$ cat src/rtl/image_pkg.sv
// Shared definitions for the image coprocessor's quadrant walkers (reader and control-unit writer).
package image_pkg;
  localparam int ADDR_W   = 17;
  localparam int PIX_W    = 8;
  localparam int DIM_W    = 9;
  localparam int QUAD_DIM = 8;

  typedef enum logic [2:0] {
    ST_IDLE    = 3'd0,
    ST_READ    = 3'd1,
    ST_CAPTURE = 3'd2,
    ST_STREAM  = 3'd3,
    ST_DONE    = 3'd4
  } state_e;
endpackage

$ cat src/rtl/quadrant_scan_counter.sv
// Walks px, then py, then qx, then qy; shared by the reader and writer so both use one pixel order.
module quadrant_scan_counter #(
  parameter int DIM_W    = image_pkg::DIM_W,
  parameter int QUAD_DIM = image_pkg::QUAD_DIM,
  localparam int P_W     = $clog2(QUAD_DIM),
  localparam int Q_W     = DIM_W - P_W
) (
  input  logic           clk,
  input  logic           rst_n,
  input  logic           clear_i,
  input  logic           step_i,
  input  logic [Q_W-1:0] qw_i,
  input  logic [Q_W-1:0] qh_i,
  output logic [P_W-1:0] px_o,
  output logic [P_W-1:0] py_o,
  output logic [Q_W-1:0] qx_o,
  output logic [Q_W-1:0] qy_o,
  output logic           last_o
);
  localparam logic [P_W-1:0] P_MAX = P_W'(QUAD_DIM - 1);

  logic [P_W-1:0] px_q, px_d, py_q, py_d;
  logic [Q_W-1:0] qx_q, qx_d, qy_q, qy_d;
  logic           qx_max, qy_max;

  assign qx_max = (qx_q == qw_i - Q_W'(1));
  assign qy_max = (qy_q == qh_i - Q_W'(1));

  always_comb begin
    px_d = px_q;
    py_d = py_q;
    qx_d = qx_q;
    qy_d = qy_q;
    if (clear_i) begin
      px_d = '0;
      py_d = '0;
      qx_d = '0;
      qy_d = '0;
    end else if (step_i) begin
      if (px_q != P_MAX) begin
        px_d = px_q + P_W'(1);
      end else begin
        px_d = '0;
        if (py_q != P_MAX) begin
          py_d = py_q + P_W'(1);
        end else begin
          py_d = '0;
          if (!qx_max) begin
            qx_d = qx_q + Q_W'(1);
          end else begin
            qx_d = '0;
            qy_d = qy_max ? '0 : qy_q + Q_W'(1);
          end
        end
      end
    end
  end

  always_ff @(posedge clk or negedge rst_n) begin
    if (!rst_n) begin
      px_q <= '0;
      py_q <= '0;
      qx_q <= '0;
      qy_q <= '0;
    end else begin
      px_q <= px_d;
      py_q <= py_d;
      qx_q <= qx_d;
      qy_q <= qy_d;
    end
  end

  assign px_o   = px_q;
  assign py_o   = py_q;
  assign qx_o   = qx_q;
  assign qy_o   = qy_q;
  assign last_o = (px_q == P_MAX) && (py_q == P_MAX) && qx_max && qy_max;
endmodule

$ cat src/rtl/image_quadrant_reader.sv
// Reads pixel memory quadrant by quadrant and streams each pixel out with quadrant tag and last flag.
module image_quadrant_reader #(
  parameter int ADDR_W   = image_pkg::ADDR_W,
  parameter int PIX_W    = image_pkg::PIX_W,
  parameter int DIM_W    = image_pkg::DIM_W,
  parameter int QUAD_DIM = image_pkg::QUAD_DIM
) (
  input  logic              clk,
  input  logic              rst_n,
  input  logic              start,
  input  logic [DIM_W-1:0]  image_width,
  input  logic [DIM_W-1:0]  image_height,
  output logic              mem_rd_en,
  output logic [ADDR_W-1:0] mem_addr,
  input  logic [PIX_W-1:0]  mem_rd_data,
  output logic              pix_valid,
  input  logic              pix_ready,
  output logic [PIX_W-1:0]  pix_data,
  output logic [7:0]        pix_quadrant,
  output logic              pix_last,
  output logic              busy,
  output logic              done
);
  import image_pkg::*;

  localparam int P_W    = $clog2(QUAD_DIM);
  localparam int Q_W    = DIM_W - P_W;
  localparam int A_FULL = 2 * DIM_W + 1;
  localparam int QI_W   = 2 * Q_W + 8;

  state_e             state_q, state_d;
  logic [DIM_W-1:0]   w_q, w_d;
  logic [Q_W-1:0]     qh_q, qh_d, qw;
  logic [PIX_W-1:0]   pix_data_q, pix_data_d;
  logic [7:0]         quad_q, quad_d;
  logic               valid_q, valid_d, last_q, last_d;
  logic               scan_clear, scan_step, scan_last;
  logic [P_W-1:0]     px, py;
  logic [Q_W-1:0]     qx, qy;
  logic [A_FULL-1:0]  addr_full;
  logic [QI_W-1:0]    quad_full;
  logic               unused_bits;

  assign qw        = w_q[DIM_W-1:P_W];
  assign addr_full = A_FULL'({qy, py}) * A_FULL'(w_q) + A_FULL'({qx, px});
  assign quad_full = QI_W'(qy) * QI_W'(qw) + QI_W'(qx);
  assign unused_bits = ^{addr_full[A_FULL-1:ADDR_W], quad_full[QI_W-1:8], image_height[P_W-1:0]};

  quadrant_scan_counter #(.DIM_W(DIM_W), .QUAD_DIM(QUAD_DIM)) u_scan (
    .clk     (clk),
    .rst_n   (rst_n),
    .clear_i (scan_clear),
    .step_i  (scan_step),
    .qw_i    (qw),
    .qh_i    (qh_q),
    .px_o    (px),
    .py_o    (py),
    .qx_o    (qx),
    .qy_o    (qy),
    .last_o  (scan_last)
  );

  // Handshake: a pixel transfers on a cycle with pix_valid && pix_ready; pix_valid never drops before that.
  always_comb begin
    state_d    = state_q;
    w_d        = w_q;
    qh_d       = qh_q;
    pix_data_d = pix_data_q;
    quad_d     = quad_q;
    valid_d    = valid_q;
    last_d     = last_q;
    scan_clear = 1'b0;
    scan_step  = 1'b0;
    mem_rd_en  = 1'b0;
    mem_addr   = '0;
    done       = 1'b0;
    busy       = (state_q != ST_IDLE);
    case (state_q)
      ST_IDLE: begin
        if (start) begin
          w_d  = image_width;
          qh_d = image_height[DIM_W-1:P_W];
          if (image_width[DIM_W-1:P_W] == '0 || image_height[DIM_W-1:P_W] == '0) begin
            state_d = ST_DONE;
          end else begin
            scan_clear = 1'b1;
            state_d    = ST_READ;
          end
        end
      end
      ST_READ: begin
        mem_rd_en = 1'b1;
        mem_addr  = addr_full[ADDR_W-1:0];
        state_d   = ST_CAPTURE;
      end
      ST_CAPTURE: begin
        pix_data_d = mem_rd_data;
        quad_d     = quad_full[7:0];
        last_d     = scan_last;
        valid_d    = 1'b1;
        state_d    = ST_STREAM;
      end
      ST_STREAM: begin
        if (pix_ready) begin
          valid_d = 1'b0;
          last_d  = 1'b0;
          if (last_q) begin
            state_d = ST_DONE;
          end else begin
            scan_step = 1'b1;
            state_d   = ST_READ;
          end
        end
      end
      ST_DONE: begin
        done    = 1'b1;
        state_d = ST_IDLE;
      end
      default: state_d = ST_IDLE;
    endcase
  end

  always_ff @(posedge clk or negedge rst_n) begin
    if (!rst_n) begin
      state_q    <= ST_IDLE;
      w_q        <= '0;
      qh_q       <= '0;
      pix_data_q <= '0;
      quad_q     <= '0;
      valid_q    <= 1'b0;
      last_q     <= 1'b0;
    end else begin
      state_q    <= state_d;
      w_q        <= w_d;
      qh_q       <= qh_d;
      pix_data_q <= pix_data_d;
      quad_q     <= quad_d;
      valid_q    <= valid_d;
      last_q     <= last_d;
    end
  end

  assign pix_valid    = valid_q;
  assign pix_data     = pix_data_q;
  assign pix_quadrant = quad_q;
  assign pix_last     = last_q;
endmodule

$ cat config.mk
export PLATFORM = sky130hd
export DESIGN_NAME = image_quadrant_reader
export DESIGN_NICKNAME = d
export VERILOG_FILES = /design/src/rtl/image_pkg.sv /design/src/rtl/quadrant_scan_counter.sv /design/src/rtl/image_quadrant_reader.sv
export SDC_FILE = /design/constraint.sdc
export NUM_CORES = 1
export LEC_CHECK = 0
export CAP_MARGIN = 5
export CORE_MARGIN = 2
export CORE_UTILIZATION = 53
export CTS_CLUSTER_SIZE = 12
export DETAILED_ROUTE_END_ITERATION = 6
export PLACE_DENSITY = 0.86
export SETUP_SLACK_MARGIN = 0.05
export SLEW_MARGIN = 20
export SYNTH_ARGS = -nofsm -noshare
export SYNTH_HDL_FRONTEND = slang
export SYNTH_SLANG_ARGS = --single-unit
$ cat constraint.sdc
create_clock -name clk -period 6.6 [get_ports clk]
set_input_delay 1.32 -clock clk [delete_from_list [all_inputs] [get_ports clk]]
set_output_delay 1.32 -clock clk [all_outputs]
set_load 0.01 [all_outputs]
==> results of run 1 <==
critical path: cells and delay by family (launching register included):
kind,cells,cell delay [ns]
adder cells (fa/ha/maj),6,2.60
AND/OR/NAND/NOR,4,0.94
buffers and inverters,6,0.78
flip-flops,1,0.44
AO/OA/AOI/OAI,2,0.20
per-stage QoR:
step	hold slack [ns]	setup WS [ns]	cell area, um^2	setup TNS [ns]	util
after floorplan	0.446	0.130	6360	0	-
after global placement	0.460	-0.115	7370	-0.495	0.621
after detailed placement	0.466	-0.143	7370	-0.719	0.621
after CTS	0.483	0.0492	7610	0	0.642
after global routing	0.507	-0.139	7840	-0.407	0.661
final	0.483	0.0351	7840	0	0.661
sequential cells by signal, summed over array words and instances (netlist names):
signal        flops
pix_data          8
qh_q              6
u_scan.qx_o       6
u_scan.qy_o       6
pix_valid         1
u_scan.py_o       3
state_q           3
w_q               9
u_scan.px_o       3
pix_quadrant      8
pix_last          1
cell usage after synthesis (14+ instances only):
| cell type | count | area, um^2 |
|---|---|---|
| xnor2_1 | 21 | 184 |
| dfrtp_1 | 54 | 1350 |
| nor2_1 | 36 | 135 |
| ha_1 | 74 | 926 |
| clkbuf_1 | 28 | 105 |
| and2_1 | 46 | 288 |
| nand2_1 | 102 | 383 |
| o21ai_0 | 28 | 140 |
| a21oi_1 | 19 | 95.1 |
| inv_1 | 96 | 360 |
| xor2_1 | 14 | 123 |
| fa_1 | 62 | 1240 |
cells by family (layout without fill, tap and decap cells):
group / Yosys count / after routing / synth area share
buffers and inverters: 126 / 219 / 0.0758
xor gates and xnor gates: 35 / 35 / 0.0482
muxes: 16 / 16 / 0.0274
DFF: 54 / 54 / 0.213
AOI/OAI and AO/OA: 87 / 87 / 0.0939
and+or+nand+nor: 253 / 253 / 0.201
adders and majority gates: 136 / 136 / 0.341
where the power goes:
group	internal (uW)	switching, uW	leakage (uW)
logic	449	534	0.00326
registers	430	98.6	0.000682
clock network	180	126	0.0000842
total	1060	758	0.00403
routing by layer:
metal,part of all wire,track usage
met1,0.39,0.327
met2,0.50,0.434
met3,0.064,0.0345
met4,0.042,0.112
met5,0,0
layout make-up:
type / instances / area [um^2]
multi-input cells: 527 / 4760
repair buffers: 115 / 1010
flip-flops and latches: 54 / 1350
fillers: 839 / 4020
well taps: 147 / 184
clock buffers: 5 / 125
inverters: 96 / 360
clock inverters: 3 / 43.8
worst paths after layout:
check | from | end | slack [ns] | cells past startpoint
setup / recovery | u_scan.qy_o[0] | mem_addr[12] | 0.04 | 18
hold / removal | pix_data[2] | pix_data[2] | 0.48 | 2
setup reg to reg | w_q[5] | pix_quadrant[7] | 2.12 | 14
hold reg to reg | pix_data[2] | pix_data[2] | 0.48 | 2
max in group asynchronous | rst_n | u_scan.qy_o[4] | 4.97 | 2
min in group asynchronous | rst_n | qh_q[3] | 1.14 | 2
what timing repair did:
item / 4_1_cts / 5_1_grt
buffers inserted: 3 / 7
hold buffers: 0 / 0
endpoints found under the setup margin: 9 / 10
gates resized for setup: 41 / 40
pin swaps: 10 / 28
==> impl_metrics.csv, run 1 <==
group,metric,value,unit
status,status,"complete, no violations",
global_routing,grt_max_degree,55,
final_layout,final_nets,965,
critical_path,path_class,"reg -> out",
route,drt-wirelength-per-cell,17.9,um
clock_network,htree_levels,2,
critical_path,worstPathCellList,"buf_4 -> buf_4 -> and2_1 -> fa_1 -> inv_1 -> fa_1 -> inv_1 -> fa_1 -> fa_1 -> ha_4 -> ha_4 -> nand4_1 -> nor3b_2 -> a221oi_2 -> buf_4 -> or3_4 -> a21oi_2 -> buf_2",
floorplanning,start_util,0.536,
pwr,vdd_drop_max,0.263,mV
clock_network,insertion_delay,0.29,ns
critical_path,cp_slowest_stage_delay,0.57,ns
floorplanning,ioPinCount,68,
critical_path,worstSetupEndpointType,"output pin",
synthesis,synth-async-reset-ratio,1.00,
critical_path,cp_slowest_cell,"fa_1",
clock_network,cts_sinks,54,
critical_path,worstPathArrival,5.24,ns
timing,grt_setup_unrepaired,"true",
synthesis,syn_inst,707,
synthesis,synth_warnings,0,
clock_network,cts_made_buffers,5,
placed_design,io_buffers,64,
final_layout,syn_to_final_growth,23.3,%
worst_hold_path,min_path_type,"reg -> reg",
route,num_vias,5486,
floorplanning,dieHeight,114,um
floorplanning,die-area,12900,um^2
route,first_pass_iters,5,
pwr,total_power,1820,uW
synthesis,ys_seq_area_frac,0.213,
timing,skew,0.00482,ns
pwr,p_per_area,232,nW/um^2
critical_path,critPathRequiredTime,5.28,ns
route,drt_iter0_drc,572,
placed_design,dp_hpwl,12.0,mm
timing,fin_crit_sh,0.995,
route,viasPerCell,5.79,
synthesis,syn-num-nets,873,
pwr,leakage,0.00403,uW
global_routing,grtUsageTotal,0.255,
timing,max_freq,152,MHz
global_routing,antenna_found_initial,0,
placed_design,gp_congestion,0.945,
floorplanning,die_x,114,um
timing,max_slew_margin,0.336,
critical_path,cp_max_fo,4,
timing,tightest_slew,0.996,ns
timing,slew_viol_final,0,
route,drcViolationCount,0,
global_routing,grt_pass1_wl,26.4,mm
floorplanning,fp-row-count,40,
critical_path,crit_top_cell,"fa_1",
synthesis,synth.cell_area,6360,um^2
clock_network,clkTransAtPathRegs,0.07,ns
final_layout,antenna-diode-count,0,
placed_design,place_inst,929,
synthesis,synth-edff-count,0,
floorplanning,core_area,11900,um^2
clock_network,clk_path_buf_depth,2,
route,drtAntennaViolNets,0,
timing,setup_violations,0,
synthesis,avgSynthCellArea,8.99,um^2
global_routing,grt_pass1_vias,5630,
final_layout,drive_gt1_frac,0.160,
run,drv_cap,0,
critical_path,cp-start-kind,"flop",
synthesis,ys.flop_type,"dfrtp_1",
route,wl,17.0,mm
timing,hold_viol_final,0,
final_layout,layout_common_cells,"nand2_1, inv_1, ha_1",
synthesis,ys_ff_latch,54,
final_layout,mostFrequentLayoutCell,"nand2_1",
final_layout,fin_cells,947,
clock_network,cts_tree,"yes",
timing,post-route-min-period,6.56,ns
global_routing,grt_remaining_overflow,0,
synthesis,synth.distinct_cells,54,
clock_network,cts_root_buf,"clkbuf_16",
Note: power is estimated with default switching activity, not from simulation.
==> run 2, diff against run 1 <==
CORE_ASPECT_RATIO = 1.2   (was default)
SLEW_MARGIN = 0   (was 20)
==> run 2 against run 1 <==
Hold slack got worse by 0.0060 ns. Clock power barely moved. Power fell by 0.80%. Via count fell by 2.1%. Core utilization rose by 1.2 points. Register-to-register slack improved by 0.40 ns. Sequential cell count did not move. Clock skew rose by 0.0072 ns.
==> impl_metrics.csv, run 2 (synthesized netlist as in run 1, its figures left out) <==
group,metric,value,unit
clock_network,cts_root_buf,"clkbuf_16",
route,viasPerCell,5.61,
clock_network,clkTransAtPathRegs,0.07,ns
timing,tightest_slew,0.975,ns
timing,slew_viol_final,0,
status,status,"complete, no violations",
global_routing,grt_pass1_vias,5412,
timing,fin_crit_sh,0.997,
timing,grt_setup_unrepaired,"true",
critical_path,cp_max_fo,4,
clock_network,htree_levels,2,
placed_design,io_buffers,64,
critical_path,worstRegToRegCells,15,
critical_path,worstPathArrival,5.26,ns
route,drcViolationCount,0,
final_layout,drive_gt1_frac,0.149,
route,wl,16.1,mm
route,drt-wirelength-per-cell,16.8,um
floorplanning,die-area,12900,um^2
timing,skew,0.0121,ns
final_layout,utilization,0.673,
pwr,total_power,1800,uW
clock_network,cts_made_buffers,5,
timing,post-route-min-period,6.58,ns
worst_hold_path,hp-start,"pix_data[0]",
clock_network,cts_sinks,54,
placed_design,dp_hpwl,12.0,mm
final_layout,final_nets,966,
route,num_vias,5373,
clock_network,cts_tree,"yes",
route,drtAntennaViolNets,0,
final_layout,layout_common_cells,"nand2_1, inv_1, ha_1",
final_layout,fill_cells,865,
final_layout,largest_register_ffs,9,
pwr,leakage,0.00400,uW
clock_network,insertion_delay,0.31,ns
floorplanning,start_util,0.547,
timing,setup_violations,0,
floorplanning,ioPinCount,68,
run,drv_cap,0,
global_routing,antenna_found_initial,0,
floorplanning,dieHeight,124,um
pwr,vdd_drop_max,0.306,mV
global_routing,grt_max_degree,55,
route,first_pass_iters,6,
floorplanning,core_area,11600,um^2
critical_path,worstSetupEndpointType,"output pin",
placed_design,dpl-instance-area,7420,um^2
critical_path,r2r-end,"pix_quadrant[7]",
timing,max_slew_margin,0.350,
final_layout,antenna-diode-count,0,
worst_hold_path,hold_end,"pix_data[0]",
final_layout,mostFrequentLayoutCell,"nand2_1",
placed_design,place_inst,943,
clock_network,ctsHoldBuffers,0,
final_layout,syn_to_final_growth,23.0,%
global_routing,grt_remaining_overflow,0,
timing,hold_viol_final,0,
worst_hold_path,whs_path_depth,2,
floorplanning,die_x,104,um
route,drt_iter0_drc,388,
critical_path,r2r_slack,2.52,ns
critical_path,critPathRequiredTime,5.28,ns
pwr,p_per_area,231,nW/um^2
final_layout,fin_cells,958,
global_routing,grt_pass1_wl,26.4,mm
critical_path,path_class,"reg -> out",
critical_path,r2r-start,"u_scan.qy_o[3]",
worst_hold_path,min_path_type,"reg -> reg",
clock_network,clk_path_buf_depth,2,
timing,max_freq,152,MHz
final_layout,largest-register,"w_q",
floorplanning,fp-row-count,43,
final_layout,finalInstanceArea,7820,um^2
global_routing,grtUsageTotal,0.258,
critical_path,cp-start-kind,"flop",
placed_design,gp_congestion,0.942,
timing,hold_ws,0.477,ns
[run 2: cell types whose count changed in the layout (fill, tap and decap cells not counted), moves of 2 or more]
cell | before | now
dfrtp_1 | 52 | 54
dfrtp_2 | 2 | 0
a21oi_2 | 3 | 0
nand2_2 | 4 | 2
a21oi_1 | 16 | 18
clkbuf_2 | 0 | 2
nand2_1 | 98 | 100
ha_4 | 7 | 5
[run 2: through the flow]
step / TNS, ns / setup slack, ns
final: 0 / 0.0215
after global routing: -0.776 / -0.165
after CTS: 0 / 0.0225
after detailed placement: -0.751 / -0.156
after global placement: -0.400 / -0.104
after floorplan: 0 / 0.130
[run 2: worst max-delay path by stage]
stage / slack (ns) / to / startpoint
floorplan: 0.13 / mem_addr[15] / u_scan.qy_o[2]
global placement: -0.10 / mem_addr[16] / u_scan.qy_o[0]
detailed placement: -0.16 / mem_addr[16] / u_scan.qy_o[0]
CTS: 0.02 / mem_addr[16] / u_scan.qy_o[3]
global route: -0.16 / mem_addr[14] / u_scan.qy_o[2]
finish: 0.02 / mem_addr[14] / w_q[2]
[run 2: repair_timing]
| item | in CTS | in global routing |
|---|---|---|
| buffers inserted | 6 | 2 |
| resized for setup | 40 | 31 |
| pin swaps | 16 | 16 |
| setup endpoints to repair | 10 | 11 |
[run 2: layout make-up]
class | count | area [um^2] | area share
multi-input cells | 527 | 4710 | 0.603
inverters | 96 | 360 | 0.0461
clock buffers | 6 | 129 | 0.0165
clock inverters | 2 | 37.5 | 0.00480
repair buffers | 116 | 1030 | 0.132
well taps | 157 | 196 | 0.0251
flip-flops and latches | 54 | 1350 | 0.173
[run 2: per-layer routing]
layer / GRT usage / vias to the layer above / routed length, um
li1: - / 2487 / -
met1: 0.308 / 2626 / 6320
met2: 0.468 / 206 / 8090
met3: 0.0356 / 54 / 790
met4: 0.120 / 0 / 853
met5: 0 / - / 0
[run 2: report_power, final]
part,internal [uW],switching (uW),leakage [uW],total [uW]
clock network,180,127,0.0000771,306
logic,453,515,0.00324,968
registers,429,99.4,0.000684,529
total,1060,741,0.00400,1800
[run 2: critical path, stage by stage, from the launching register on]
cell      delay (ns)
dfrtp_1         0.41
buf_6           0.14
nand2_1         0.08
fa_1            0.58
inv_1           0.07
fa_1            0.48
fa_1            0.50
fa_1            0.54
inv_1           0.05
fa_1            0.50
inv_1           0.06
ha_4            0.28
nand4_1         0.15
nor3b_2         0.26
a221oi_4        0.10
buf_4           0.17
o31ai_4         0.23
xnor2_1         0.14
nor2_1          0.05
buf_2           0.16
